[config.mk]
export PLATFORM = sky130hd
export DESIGN_NAME = cell_pos_access_ctrl
export DESIGN_NICKNAME = d
export VERILOG_FILES = /design/src/rtl/cell_mem_pkg.sv /design/src/rtl/cell_rd_tag_pipe.sv /design/src/rtl/cell_pos_access_ctrl.sv
export SDC_FILE = /design/constraint.sdc
export NUM_CORES = 1
export LEC_CHECK = 0
export CAP_MARGIN = 30
export CORE_AREA = 2 2 161 163
export DETAILED_ROUTE_END_ITERATION = 12
export DIE_AREA = 0 0 163 165
export PLACE_DENSITY = 0.58
export SYNTH_ARGS = -nofsm -noshare
export SYNTH_HDL_FRONTEND = slang
export SYNTH_SLANG_ARGS = --single-unit
[constraint.sdc]
create_clock -name clk -period 7.28 [get_ports clk]
set_input_delay 1.456 -clock clk [delete_from_list [all_inputs] [get_ports clk]]
set_output_delay 1.456 -clock clk [all_outputs]
set_load 0.1 [all_outputs]
[src/rtl/cell_mem_pkg.sv]
// Shared definitions for the cell position RAM controllers: FSM encoding and RAM timing constants.
package cell_mem_pkg;

    typedef enum logic [2:0] {
        IDLE     = 3'd0,
        CNT_RD   = 3'd1,
        CNT_WAIT = 3'd2,
        STREAM   = 3'd3,
        DRAIN    = 3'd4
    } cell_state_e;

    localparam int RAM_RD_LATENCY = 2;
    localparam int COUNT_ADDR     = 0;
    localparam int POS_COMP_WIDTH = 32;

endpackage

[src/rtl/cell_rd_tag_pipe.sv]
// Carries {valid, pid, last} tags alongside an issued RAM read so they emerge in the cycle ram_q holds
// the matching word.
module cell_rd_tag_pipe
    import cell_mem_pkg::*;
#(
    parameter int ADDR_WIDTH = 8,
    parameter int DEPTH      = RAM_RD_LATENCY
) (
    input  logic                  clk,
    input  logic                  rst,
    input  logic                  in_valid,
    input  logic [ADDR_WIDTH-1:0] in_pid,
    input  logic                  in_last,
    output logic                  out_valid,
    output logic [ADDR_WIDTH-1:0] out_pid,
    output logic                  out_last
);

    logic [DEPTH-1:0]      valid_q;
    logic [DEPTH-1:0]      last_q;
    logic [ADDR_WIDTH-1:0] pid_q [DEPTH];

    always_ff @(posedge clk or posedge rst) begin
        if (rst) begin
            valid_q <= '0;
            last_q  <= '0;
            for (int i = 0; i < DEPTH; i++) pid_q[i] <= '0;
        end else begin
            valid_q[0] <= in_valid;
            last_q[0]  <= in_last;
            pid_q[0]   <= in_pid;
            for (int i = 1; i < DEPTH; i++) begin
                valid_q[i] <= valid_q[i-1];
                last_q[i]  <= last_q[i-1];
                pid_q[i]   <= pid_q[i-1];
            end
        end
    end

    assign out_valid = valid_q[DEPTH-1];
    assign out_pid   = pid_q[DEPTH-1];
    assign out_last  = last_q[DEPTH-1];

endmodule

[src/rtl/cell_pos_access_ctrl.sv]
// Sequences one single-port cell position RAM: streams a whole cell on rd_start and arbitrates writes.
// Define CELL_CTRL_WR_INTERLEAVE_EN to also grant writes between stream reads.
module cell_pos_access_ctrl
    import cell_mem_pkg::*;
#(
    parameter int DATA_WIDTH   = 3 * POS_COMP_WIDTH,
    parameter int PARTICLE_NUM = 220,
    parameter int ADDR_WIDTH   = 8
) (
    input  logic                  clk,
    input  logic                  rst,
    input  logic                  rd_start,
    output logic                  rd_busy,
    output logic                  rd_valid,
    output logic [DATA_WIDTH-1:0] rd_data,
    output logic [ADDR_WIDTH-1:0] rd_pid,
    output logic                  rd_done,
    output logic                  cnt_err,
    input  logic                  wr_req,
    input  logic [ADDR_WIDTH-1:0] wr_addr,
    input  logic [DATA_WIDTH-1:0] wr_data,
    output logic                  wr_ack,
    output logic [ADDR_WIDTH-1:0] ram_address,
    output logic [DATA_WIDTH-1:0] ram_data,
    output logic                  ram_rden,
    output logic                  ram_wren,
    input  logic [DATA_WIDTH-1:0] ram_q
);

    localparam logic [ADDR_WIDTH-1:0] MAX_CNT  = ADDR_WIDTH'(PARTICLE_NUM - 1);
    localparam logic [ADDR_WIDTH-1:0] CNT_ADDR = ADDR_WIDTH'(COUNT_ADDR);

    cell_state_e           state_q, state_d;
    logic [ADDR_WIDTH-1:0] rd_addr_q, rd_addr_d, count_q, count_d;
    logic [ADDR_WIDTH-1:0] addr_q, addr_d;
    logic [DATA_WIDTH-1:0] data_q, data_d;
    logic                  wait_q, wait_d, drain_q, drain_d;
    logic                  tag_v_q, tag_v_d, tag_last_q, tag_last_d;
    logic                  done_zero_q, done_zero_d, busy_q, err_q, err_d;
    logic                  rden_q, rden_d, wren_q, wren_d, ack_q, ack_d;
    logic [ADDR_WIDTH-1:0] raw_cnt, clamp_cnt, next_addr;
    logic                  over_cnt, wr_ok;
    logic                  pipe_valid, pipe_last;
    logic [ADDR_WIDTH-1:0] pipe_pid;

    assign raw_cnt   = ram_q[ADDR_WIDTH-1:0];
    assign over_cnt  = raw_cnt > MAX_CNT;
    assign clamp_cnt = over_cnt ? MAX_CNT : raw_cnt;
    assign next_addr = rd_addr_q + 1'b1;
    // A request still high during its own ack cycle is the one just served, not a new one.
    assign wr_ok     = wr_req & ~ack_q;

    always_comb begin
        state_d     = state_q;
        rd_addr_d   = rd_addr_q;
        count_d     = count_q;
        wait_d      = wait_q;
        drain_d     = drain_q;
        err_d       = err_q;
        addr_d      = '0;
        data_d      = '0;
        rden_d      = 1'b0;
        wren_d      = 1'b0;
        ack_d       = 1'b0;
        tag_v_d     = 1'b0;
        tag_last_d  = 1'b0;
        done_zero_d = 1'b0;
        case (state_q)
            IDLE: begin
                if (rd_start) begin
                    state_d = CNT_RD;
                    addr_d  = CNT_ADDR;
                    rden_d  = 1'b1;
                    err_d   = 1'b0;
                end else if (wr_ok) begin
                    wren_d = 1'b1;
                    ack_d  = 1'b1;
                    addr_d = wr_addr;
                    data_d = wr_data;
                end
            end
            CNT_RD: begin
                state_d = CNT_WAIT;
                wait_d  = 1'b0;
            end
            CNT_WAIT: begin
                if (!wait_q) begin
                    wait_d = 1'b1;
                end else begin
                    // ram_q holds the count word during this cycle.
                    count_d = clamp_cnt;
                    err_d   = over_cnt;
                    if (clamp_cnt == '0) begin
                        state_d     = DRAIN;
                        drain_d     = 1'b0;
                        done_zero_d = 1'b1;
                    end else begin
                        state_d    = STREAM;
                        addr_d     = ADDR_WIDTH'(1);
                        rden_d     = 1'b1;
                        tag_v_d    = 1'b1;
                        tag_last_d = (clamp_cnt == ADDR_WIDTH'(1));
                        rd_addr_d  = ADDR_WIDTH'(1);
                    end
                end
            end
            STREAM: begin
                if (rd_addr_q == count_q) begin
                    state_d = DRAIN;
                    drain_d = 1'b1;
`ifdef CELL_CTRL_WR_INTERLEAVE_EN
                end else if (wr_ok) begin
                    wren_d = 1'b1;
                    ack_d  = 1'b1;
                    addr_d = wr_addr;
                    data_d = wr_data;
`endif
                end else begin
                    addr_d     = next_addr;
                    rden_d     = 1'b1;
                    tag_v_d    = 1'b1;
                    tag_last_d = (next_addr == count_q);
                    rd_addr_d  = next_addr;
                end
            end
            DRAIN: begin
                if (!drain_q) state_d = IDLE;
                else          drain_d = 1'b0;
            end
            default: state_d = IDLE;
        endcase
    end

    always_ff @(posedge clk or posedge rst) begin
        if (rst) begin
            state_q     <= IDLE;
            rd_addr_q   <= '0;
            count_q     <= '0;
            wait_q      <= 1'b0;
            drain_q     <= 1'b0;
            err_q       <= 1'b0;
            addr_q      <= '0;
            data_q      <= '0;
            rden_q      <= 1'b0;
            wren_q      <= 1'b0;
            ack_q       <= 1'b0;
            tag_v_q     <= 1'b0;
            tag_last_q  <= 1'b0;
            done_zero_q <= 1'b0;
            busy_q      <= 1'b0;
        end else begin
            state_q     <= state_d;
            rd_addr_q   <= rd_addr_d;
            count_q     <= count_d;
            wait_q      <= wait_d;
            drain_q     <= drain_d;
            err_q       <= err_d;
            addr_q      <= addr_d;
            data_q      <= data_d;
            rden_q      <= rden_d;
            wren_q      <= wren_d;
            ack_q       <= ack_d;
            tag_v_q     <= tag_v_d;
            tag_last_q  <= tag_last_d;
            done_zero_q <= done_zero_d;
            busy_q      <= (state_d != IDLE);
        end
    end

    cell_rd_tag_pipe #(
        .ADDR_WIDTH (ADDR_WIDTH),
        .DEPTH      (RAM_RD_LATENCY)
    ) u_tag_pipe (
        .clk       (clk),
        .rst       (rst),
        .in_valid  (tag_v_q),
        .in_pid    (addr_q),
        .in_last   (tag_last_q),
        .out_valid (pipe_valid),
        .out_pid   (pipe_pid),
        .out_last  (pipe_last)
    );

    assign ram_address = addr_q;
    assign ram_data    = data_q;
    assign ram_rden    = rden_q;
    assign ram_wren    = wren_q;
    assign wr_ack      = ack_q;
    assign rd_busy     = busy_q;
    assign cnt_err     = err_q;
    assign rd_valid    = pipe_valid;
    assign rd_pid      = pipe_pid;
    assign rd_done     = (pipe_valid & pipe_last) | done_zero_q;
    // The RAM output register already aligns ram_q with the tag; gate it so idle cycles read as zero.
    assign rd_data     = pipe_valid ? ram_q : '0;

endmodule

Word level (Yosys, flattened, before mapping)
Cells that the tools add are included.
{ "totals": {"reg_bits": 152, "latch_bits": 0, "ramBits": 0, "rom_bits": 0, "n_memories": 0} }
{ "classes": {"addsub": 1, "multipliers": 0, "div": 0, "magnitude_cmp": 1, "n_eq_ne": 13, "n_shift": 0, "mux": 45, "bitwise": 4, "reduce_logical": 11} }
{ "ops": {"columns": ["cell", "count"], "rows": [
  ["$mux W96", 4],
  ["$mux W8", 7],
  ["$pmux W8 S3", 1],
  ["$mux W1", 20],
  ["$eq A8 B8 Y1", 2],
  ["$pmux W8 S2", 1],
  ["$mux W3", 5],
  ["$pmux W3 S5", 1],
  ["$ne A2 B2 Y1 const B", 6],
  ["$add A8 B1 Y8 const B", 1],
  ["$eq A8 B1 Y1 const B", 1],
  ["$gt A8 B8 Y1 const B", 1],
  ["$logic_not A8 Y1", 1],
  ["$pmux W1 S2", 4],
  ["$reduce_and A4 Y1", 2],
  ["$eq A3 B2 Y1 const B", 2],
  ["$pmux W1 S3", 2],
  ["$reduce_bool A2 Y1", 3],
  ["$reduce_bool A3 Y1", 2],
  ["$eq A3 B1 Y1 const B", 1],
  ["$eq A3 B3 Y1 const B", 1],
  ["$logic_not A3 Y1", 1],
  ["$reduce_and A3 Y1", 1],
  ["$and A1 B1 Y1", 2],
  ["other kinds (3)", 3]
]} }

Logic depth before layout (Yosys ltp)
Gate-level depths: netlist (run 1).
{ "logic_depth": {"ltp_word": 7, "ltp_mapped": 8, "mapped_depth_nobuf": 6} }

By module
A second synthesis (run 1) with hierarchy kept.
{ "hier_totals": {"cells_unflattened": 531, "area_unflattened_um2": 6159.7} }
{ "modules_own_cells": {"columns": ["module", "n_inst", "cells_per_inst", "area_each_um2"], "rows": [
  ["cell_pos_access_ctrl", 1, 502, 5595.4],
  ["cell_rd_tag_pipe", 1, 29, 564.3]
]} }

Worst setup path after synthesis (run 1)
OpenSTA, ideal clock, no wires.
{ "synth_timing": {"path_kind": "register to output", "startpoint": "reg u_tag_pipe.valid_q[1]", "endpoint": "out rd_data[56]", "arrival_ns": 2.251, "required_ns": 5.824, "slack_ns": 3.573, "path_stages_with_launch": 4, "n_path_buf": 2, "path_cell_list": "dfrtp_1 > clkbuf_1 > clkbuf_1 > and2_1"} }
{ "synth_via": {"elab_chain_cells": 1} }
{ "synth_lines": {"columns": ["item", "line_no", "rtl"], "rows": [
  ["start, declared", "cell_rd_tag_pipe.sv:19", "logic [DEPTH-1:0] valid_q;"],
  ["start signal, assigned by index", "cell_rd_tag_pipe.sv:33", "valid_q[i] <= valid_q[i-1];"],
  ["$mux W96", "cell_pos_access_ctrl.sv:195", "assign rd_data = pipe_valid ? ram_q : '0;"],
  ["end, declared", "cell_pos_access_ctrl.sv:15", "output logic [DATA_WIDTH-1:0] rd_data,"]
]} }
No other way between the ends.

Worst setup path after layout (run 1)
{ "layout_timing": {"startpoint": "in ram_q[2]", "endpoint": "out rd_data[2]"} }
{ "layout_via": {"elab_chain_cells": 1} }
{ "layout_lines": {"columns": ["item", "line_no", "rtl"], "rows": [
  ["start, declared", "cell_pos_access_ctrl.sv:27", "input logic [DATA_WIDTH-1:0] ram_q"],
  ["$mux W96", "cell_pos_access_ctrl.sv:195", null]
]} }
No other way between the ends.

==> results of run 1 <==
## cell type report
type | count | share of cell area [%]
inverter | 4 | 0.1753
clock buffer | 17 | 3.725
tap | 330 | 3.615
clock inverter | 15 | 1.753
sequential | 152 | 33.31
timing repair buffer | 428 | 38.28
multi-input combinational | 340 | 19.14
## critical path, stage by stage
cell and delay, ps:
clkdlybuf4s50_1 630, and2_1 170, clkdlybuf4s50_1 1130
## flip-flops by register name, summed over array words and instances (netlist names), 2 cells and up
| register | flops |
|---|---|
| u_tag_pipe.last_q | 2 |
| ram_data | 96 |
| u_tag_pipe.valid_q | 2 |
| rd_addr_q | 8 |
| u_tag_pipe.out_pid | 8 |
| u_tag_pipe.pid_q | 8 |
| ram_address | 8 |
| count_q | 8 |
| state_q | 3 |
## worst paths after layout
path | slack [ps] | depth (start not counted) | end | startpoint
max in group asynchronous | 4630 | 3 | rd_addr_q[6] | rst
worst min register to register | 340 | 0 | u_tag_pipe.valid_q[0] | tag_v_q
worst max-delay path | 2430 | 3 | rd_data[2] | ram_q[2]
min in group asynchronous | 1430 | 2 | ram_data[89] | rst
worst max register to register | 4960 | 5 | ram_address[0] | state_q[1]
worst min-delay path | 340 | 0 | u_tag_pipe.valid_q[0] | tag_v_q
## routing by layer
| metal | track usage [%] | up-vias | wire length [µm] |
|---|---|---|---|
| li1 | - | 2512 | - |
| met1 | 17.90 | 2427 | 8327 |
| met2 | 25.35 | 211 | 10390 |
| met3 | 4.771 | 19 | 1431 |
| met4 | 4.545 | 0 | 269 |
| met5 | 0 | - | 0 |
## power by group
| part | total [mW] | internal [mW] | switching [mW] |
|---|---|---|---|
| Sequential | 1.07 | 0.965 | 0.109 |
| Combinational | 2.71 | 0.703 | 2.01 |
| Clock | 0.907 | 0.499 | 0.408 |
## layout by cell type (no fill, tap or decap), types with 2 or more instances in the layout
master / instances
buf_4: 4
buf_16: 5
or3_1: 3
a22o_1: 10
inv_8: 4
nand3_1: 7
xnor2_1: 4
xor2_1: 7
nand2_1: 35
clkdlybuf4s50_1: 418
mux2i_1: 4
nor2_1: 13
clkinv_8: 5
clkinv_4: 2
o21ai_0: 12
a21oi_1: 6
a31oi_1: 3
and3_1: 2
clkbuf_16: 17
dfrtp_1: 151
xor2_2: 4
nor3_1: 2
mux2_4: 3
inv_1: 2
and2_1: 193
nand2b_1: 3
nor2b_1: 2
o21ai_1: 8
inv_6: 4
## kinds of logic after synthesis
group	count (synthesis)
AO/OA/AOI/OAI	45
flip-flops	152
XOR/XNOR	16
AND/OR/NAND/NOR	271
buffers and inverters	45
multiplexers	7
adder cells (fa/ha/maj)	1
## per-stage QoR
stage               std cells  power (mW)
finish                   1286       4.691
global route             1286       4.887
CTS                      1285       4.736
detailed placement       1253       3.807
global placement         1248       3.760
floorplan                 537       3.132
==> results.json, run 1 <==
{
  "outcome": "complete, no violations",
  "syn_area_per_cell_um2": 11.60,
  "cts_max_path_buffers": 2,
  "crit_path_start_kind": "input port",
  "yosysTopAreaCell": "dfrtp_1",
  "synthAdderAreaFrac_pct": 0.2008,
  "clk_latency_ps": 420,
  "dieArea_mm2": 0.02690,
  "netlist-cell-type-count": 45,
  "worstHoldPathType": "register to register",
  "multi_input_area_mm2": 0.002186,
  "grt_max_degree": 106,
  "die_height_um": 165,
  "postCtsSetupBuffers": 0,
  "synth_top_area_share_pct": 61.04,
  "synth-edff-count": 0,
  "antenna_cells": 0,
  "yosys_most_used_dff": "dfrtp_1",
  "clk_pin_slew_worst_paths_ps": 70,
  "cts_tree": "built",
  "ir_drop_v": 0.0003121,
  "rsz0062_at_grt": "no",
  "fin_nets": 1148,
  "dp_slack_ps": 2402,
  "syn_inst": 537,
  "worstPathArrival_ps": 3390,
  "synth_compound_area_share_pct": 4.639,
  "postLayoutCoreUtil_pct": 45.62,
  "p_leak_nw": 4.962,
  "cts-htree-levels": 4,
  "whs_ps": 343.8,
  "routabilityCongestion": 0.8086,
  "fin_setup_tns_ps": 0,
  "grt_pass1_wl_mm": 30.44,
  "synth_xor_area_share_pct": 2.952,
  "tightest_slew_ps": 1034,
  "cp_max_fo": 4,
  "first_pass_iters": 4,
  "drt-total-wl_mm": 20.42,
  "synthSimpleGateAreaFrac_pct": 25.90,
  "ys_ff_latch": 152,
  "synth_commonest_cells": "193 x and2_1, 152 x dfrtp_1, 35 x nand2_1, 20 x clkbuf_1, 13 x nor2_1",
  "syn_area_mm2": 0.006231,
  "fillers": 2370,
  "num_vias": 5169,
  "relSlewSlack_pct": 30.83,
  "grt_pass1_vias": 5293,
  "io_buffers": 418,
  "mappedNetlistNets": 742,
  "cts_made_buffers": 17,
  "drv_slew": 0,
  "drt_iter0_drc": 245,
  "route.detailed.drc": 0,
  "yosysSeqAreaShare_pct": 61.04,
  "ctsResizeCount": 0,
  "grt.overflow.total": 0,
  "dp_hpwl_mm": 15.50,
  "via_per_inst": 4.019,
  "finalHoldViolCount": 0,
  "synth_async_sr_flop_share_pct": 100.0,
  "skew_ps": 17.35,
  "io_pins": 419,
  "regArea_mm2": 0.003805,
  "synth_mux_area_share_pct": 1.365,
  "ctsRootBufferMaster": "clkbuf_16",
  "final_area_mm2": 0.01142,
  "avgRoutedWirePerCell_um": 15.88,
  "maxCapViolCount": 0,
  "drive_above_1_share_pct": 5.962,
  "power.density_mw_per_mm2": 410.8,
  "path_class": "input port to primary output",
  "syn2layout_area_growth_pct": 83.29,
  "core_mm2": 0.02504,
  "rows": 58,
  "cp-end-kind": "primary output",
  "period_needed_ps": 4850,
  "antenna_found_initial": 0,
  "place_area_mm2": 0.01077,
  "setup_viol": 0,
  "yosys_warnings": 0,
  "initial_core_util_pct": 24.89,
  "max_freq_ghz": 0.2062,
  "cts_hold_buf": 0,
  "clock-sinks": 152,
  "synth_top_family_by_area": "simple AND/OR/NAND/NOR gates",
  "track_usage_pct": 14.86,
  "timing.final.crit_share_pct": 66.62,
  "die_width_um": 163,
  "crit_required_ps": 5820,
  "yosysMostFrequentCell": "and2_1",
  "drtAntennaViolNets": 0,
  "yosys-top-cells-area": "dfrtp_1 61%, and2_1 19%, nand2_1 2.1%, a22o_1 1.4%, clkbuf_1 1.2%",
  "fin_ws_ps": 2430
}
(Power assumes the default switching activity.)
==> run 2: changes to the inputs <==
Settings changed: PLACE_DENSITY 0.58 to 0.61.
Clock period 7.28 ns to 4.4 ns, I/O delays scaled along.
==> results.json, run 2 (synthesis gave the netlist of run 1 again) <==
{
  "outcome": "complete, no violations",
  "drtAntennaViolNets": 0,
  "final_cell_mix": "322 x clkdlybuf4s50_1, 193 x and2_1, 151 x dfrtp_1, 100 x buf_4, 35 x nand2_1",
  "grt_max_degree": 130,
  "dp_cells": 1255,
  "route.detailed.drc": 0,
  "num_vias": 5167,
  "path_class": "register to primary output",
  "avgRoutedWirePerCell_um": 15.46,
  "pwr-share-comb_pct": 56.7,
  "crit_path_start_kind": "register",
  "worstHoldPathType": "register to register",
  "maxCapViolCount": 0,
  "sw_frac_of_total_pct": 53.55,
  "track_usage_pct": 14.42,
  "ir_drop_v": 0.0005689,
  "fin_setup_tns_ps": 0,
  "cts_hold_buf": 0,
  "p_leak_nw": 5.122,
  "postCtsSetupBuffers": 0,
  "syn2layout_area_growth_pct": 80.00,
  "clk_latency_ps": 420,
  "cts_max_path_buffers": 2,
  "ctsResizeCount": 0,
  "final_common_cell": "clkdlybuf4s50_1",
  "rows": 58,
  "initial_core_util_pct": 24.89,
  "finalHoldViolCount": 0,
  "final_area_mm2": 0.01122,
  "rsz0062_at_grt": "no",
  "drt-total-wl_mm": 19.89,
  "io_buffers": 418,
  "die_width_um": 163,
  "max_freq_ghz": 0.3212,
  "p_switching_mw": 4.130,
  "io_pins": 419,
  "crit_required_ps": 3520,
  "fillers": 2354,
  "cp_max_fo": 20,
  "drive_above_1_share_pct": 15.99,
  "drt_iter0_drc": 214,
  "largest_reg_flops": 96,
  "grt_pass1_vias": 5193,
  "cts_tree": "built",
  "antenna_found_initial": 0,
  "dieArea_mm2": 0.02690,
  "clk_pin_slew_worst_paths_ps": 70,
  "grt_pass1_wl_mm": 29.66,
  "power.density_mw_per_mm2": 687.6,
  "place_area_mm2": 0.01058,
  "setup_viol": 0,
  "core_mm2": 0.02504,
  "routabilityCongestion": 0.7876,
  "antenna_cells": 0,
  "fin_nets": 1149,
  "worstPathArrival_ps": 2230,
  "tightest_slew_ps": 1033,
  "power.share.clock_pct": 20.2,
  "pwr-share-seq_pct": 23.1,
  "dp_hpwl_mm": 15.45,
  "drv_slew": 0,
  "stdcell_count": 1287,
  "first_pass_iters": 5,
  "relSlewSlack_pct": 30.90,
  "cp-end-kind": "primary output",
  "clock-sinks": 152,
  "ctsRootBufferMaster": "clkbuf_16",
  "cts_made_buffers": 17,
  "grt.overflow.total": 0,
  "cts-htree-levels": 4,
  "timing.final.crit_share_pct": 70.77,
  "p_int_mw": 3.582,
  "die_height_um": 165,
  "via_per_inst": 4.015,
  "skew_ps": 7.841,
  "period_needed_ps": 3114
}
## run 2: power groups by stage
stage	logic, mW	registers, mW	clock network, mW
floorplan	2.81	2.37	0
global placement	4.34	1.81	0
detailed placement	4.40	1.81	0
CTS	4.41	1.78	1.62
global route	4.55	1.82	1.68
finish	4.37	1.78	1.56
## run 2: metal layers
metal / GRT usage (%) / wire length (µm)
met1: 17.59 / 7975
met2: 25.00 / 10320
met3: 3.993 / 1386
met4: 4.063 / 208
met5: 0 / 0
## run 2: through the flow
stage / setup WS [ps] / power, mW / utilization (%) / hold WS (ps)
floorplan: 1270 / 5.183 / - / 331.2
global placement: 1271 / 6.143 / 41.60 / 331.5
detailed placement: 1229 / 6.206 / 42.26 / 334.7
CTS: 1247 / 7.811 / 44.80 / 342.7
global route: 1199 / 8.038 / 44.80 / 360.6
finish: 1286 / 7.712 / 44.80 / 342.8
## run 2: worst max-delay path, stage by stage (launching register included)
cell and delay (ps):
dfrtp_2 520, a21o_1 150, clkdlybuf4s50_1 1140
## run 2: cell type report
type | instances | area, µm² | share of cell area, %
inverters | 4 | 18.77 | 0.1673
well taps | 330 | 412.9 | 3.681
flip-flops and latches | 152 | 3805 | 33.92
clock inverters | 14 | 205.2 | 1.830
clock buffers | 18 | 429.2 | 3.826
multi-input cells | 340 | 2186 | 19.49
repair buffers | 429 | 4159 | 37.08
## run 2: final timing paths
check,from,end,slack (ps),cells after the start
worst max-delay path,u_tag_pipe.valid_q[1],rd_done,1290,2
worst min-delay path,u_tag_pipe.valid_q[0],u_tag_pipe.valid_q[1],340,0
worst max register to register,state_q[1],ram_address[0],2160,5
worst min register to register,u_tag_pipe.valid_q[0],u_tag_pipe.valid_q[1],340,0
max in group asynchronous,rst,ram_data[34],2460,3
min in group asynchronous,rst,rd_addr_q[3],870,2
==> run 3: changes to the inputs <==
Settings changed: PLACE_DENSITY 0.61 to 0.58.
Clock period 4.4 ns to 3.1 ns, I/O delays scaled along.
==> results.json, run 3 (synthesis gave the netlist of run 1 again) <==
{
  "outcome": "complete, no violations",
  "worstHoldPathType": "register to register",
  "cts_max_path_buffers": 2,
  "rows": 58,
  "cts_tree": "built",
  "fin_nets": 1145,
  "ctsResizeCount": 0,
  "io_buffers": 418,
  "power.share.clock_pct": 19.1,
  "power.density_mw_per_mm2": 996.1,
  "stdcell_count": 1283,
  "place_area_mm2": 0.01027,
  "crit_path_start_kind": "register",
  "crit_required_ps": 2480,
  "rsz0062_at_grt": "no",
  "grt.overflow.total": 0,
  "track_usage_pct": 14.86,
  "cts_made_buffers": 17,
  "cts_hold_buf": 0,
  "initial_core_util_pct": 24.89,
  "routabilityCongestion": 0.7475,
  "syn2layout_area_growth_pct": 74.38,
  "ctsRootBufferMaster": "clkbuf_16",
  "regToRegStartpoint": "rd_addr_q[0]",
  "drtAntennaViolNets": 0,
  "final_cell_mix": "210 x buf_4, 203 x clkdlybuf4s50_1, 193 x and2_1, 151 x dfrtp_1, 35 x nand2_1",
  "pwr-share-seq_pct": 23.7,
  "setup.worst_path.start": "u_tag_pipe.valid_q[1]",
  "cp-end-kind": "primary output",
  "grt_max_degree": 101,
  "cts-htree-levels": 4,
  "worstPathArrival_ps": 1930,
  "core_mm2": 0.02504,
  "tightest_slew_ps": 567.3,
  "setup_viol": 0,
  "antenna_found_initial": 0,
  "clk_latency_ps": 420,
  "first_pass_iters": 4,
  "p_switching_mw": 5.900,
  "largest_reg_flops": 96,
  "relSlewSlack_pct": 62.18,
  "dp_hpwl_mm": 15.90,
  "ff2ff_setup_slack_ps": 820,
  "p_int_mw": 4.923,
  "die_height_um": 165,
  "cp_max_fo": 61,
  "route.detailed.drc": 0,
  "fin_setup_tns_ps": 0,
  "postCtsSetupBuffers": 0,
  "final_area_mm2": 0.01087,
  "pwr-share-comb_pct": 57.2,
  "clock-sinks": 152,
  "num_vias": 5184,
  "drt_iter0_drc": 240,
  "sw_frac_of_total_pct": 54.51,
  "ir_drop_v": 0.0007012,
  "skew_ps": 12.82,
  "grt_pass1_wl_mm": 29.90,
  "clk_pin_slew_worst_paths_ps": 60,
  "drive_above_1_share_pct": 28.23,
  "antenna_cells": 0,
  "rr_worst_depth": 6,
  "drt-total-wl_mm": 20.42,
  "dieArea_mm2": 0.02690,
  "drv_slew": 0,
  "finalHoldViolCount": 0,
  "avgRoutedWirePerCell_um": 15.92,
  "endpoint": "rd_data[64]",
  "p_leak_nw": 5.314,
  "die_width_um": 163,
  "path_class": "register to primary output",
  "io_pins": 419,
  "final_common_cell": "buf_4",
  "via_per_inst": 4.041,
  "dp_cells": 1251,
  "grt_pass1_vias": 5305,
  "maxCapViolCount": 0,
  "period_needed_ps": 2553,
  "r2r-end": "tag_last_q",
  "max_freq_ghz": 0.3917,
  "timing.final.crit_share_pct": 82.35
}
run 3: cell types whose count changed in the layout (fill, tap and decap cells not counted), sizes merged:
cell           before  now
buf               107  222
bufinv              3    1
clkdlybuf4s50     322  203
clkinv              3    4
clkinvlp            2    3
run 3: worst max-delay path: stages, from the launching register on:
cell and delay [ps]:
dfrtp_2 710, buf_12 270, and2_1 200, buf_4 300
run 3: power by group through the flow:
| stage | registers [mW] | logic, mW | clock network [mW] |
|---|---|---|---|
| 5_1_grt | 2.62 | 6.44 | 2.22 |
| 2_1_floorplan | 3.37 | 3.99 | 0 |
| 3_5_place_dp | 2.61 | 6.22 | 0 |
| 3_3_place_gp | 2.60 | 6.23 | 0 |
| 4_1_cts | 2.58 | 6.24 | 2.13 |
| 6_report | 2.56 | 6.19 | 2.07 |
run 3: metal layers:
layer	routed length [µm]	global-route usage (%)
met5	0	0
met4	311	4.988
met3	1612	4.646
met2	10420	26.14
met1	8076	17.17
run 3: worst min path at each step:
stage                                      from                     to  slack (ps)  cells after the start
final                      u_tag_pipe.pid_q[10]  u_tag_pipe.out_pid[2]         340                      0
after global routing      u_tag_pipe.valid_q[0]  u_tag_pipe.valid_q[1]         350                      0
after CTS                  u_tag_pipe.pid_q[10]  u_tag_pipe.out_pid[2]         350                      0
after detailed placement    u_tag_pipe.pid_q[8]  u_tag_pipe.out_pid[0]         330                      0
after global placement     u_tag_pipe.pid_q[13]  u_tag_pipe.out_pid[5]         330                      0
after floorplan                      tag_last_q   u_tag_pipe.last_q[0]         330                      0
run 3: area by class of cell:
class	instances	area, µm²
clock buffers	18	439.2
repair buffers	425	3849
multi-input cells	340	2186
clock inverters	14	155.1
flip-flops and latches	152	3805
fillers	2476	14170
well taps	330	412.9
inverters	4	18.77
run 3: through the flow:
step	utilization, %	setup WS, ps	hold WS [ps]	total power [mW]
after floorplan	-	229.5	331.2	7.356
after global placement	41.02	495.4	331.8	8.827
after detailed placement	41.02	456.4	334.7	8.834
after CTS	43.40	468.8	345.6	10.95
after global routing	43.40	360.7	349.8	11.28
final	43.40	547.1	344.1	10.82
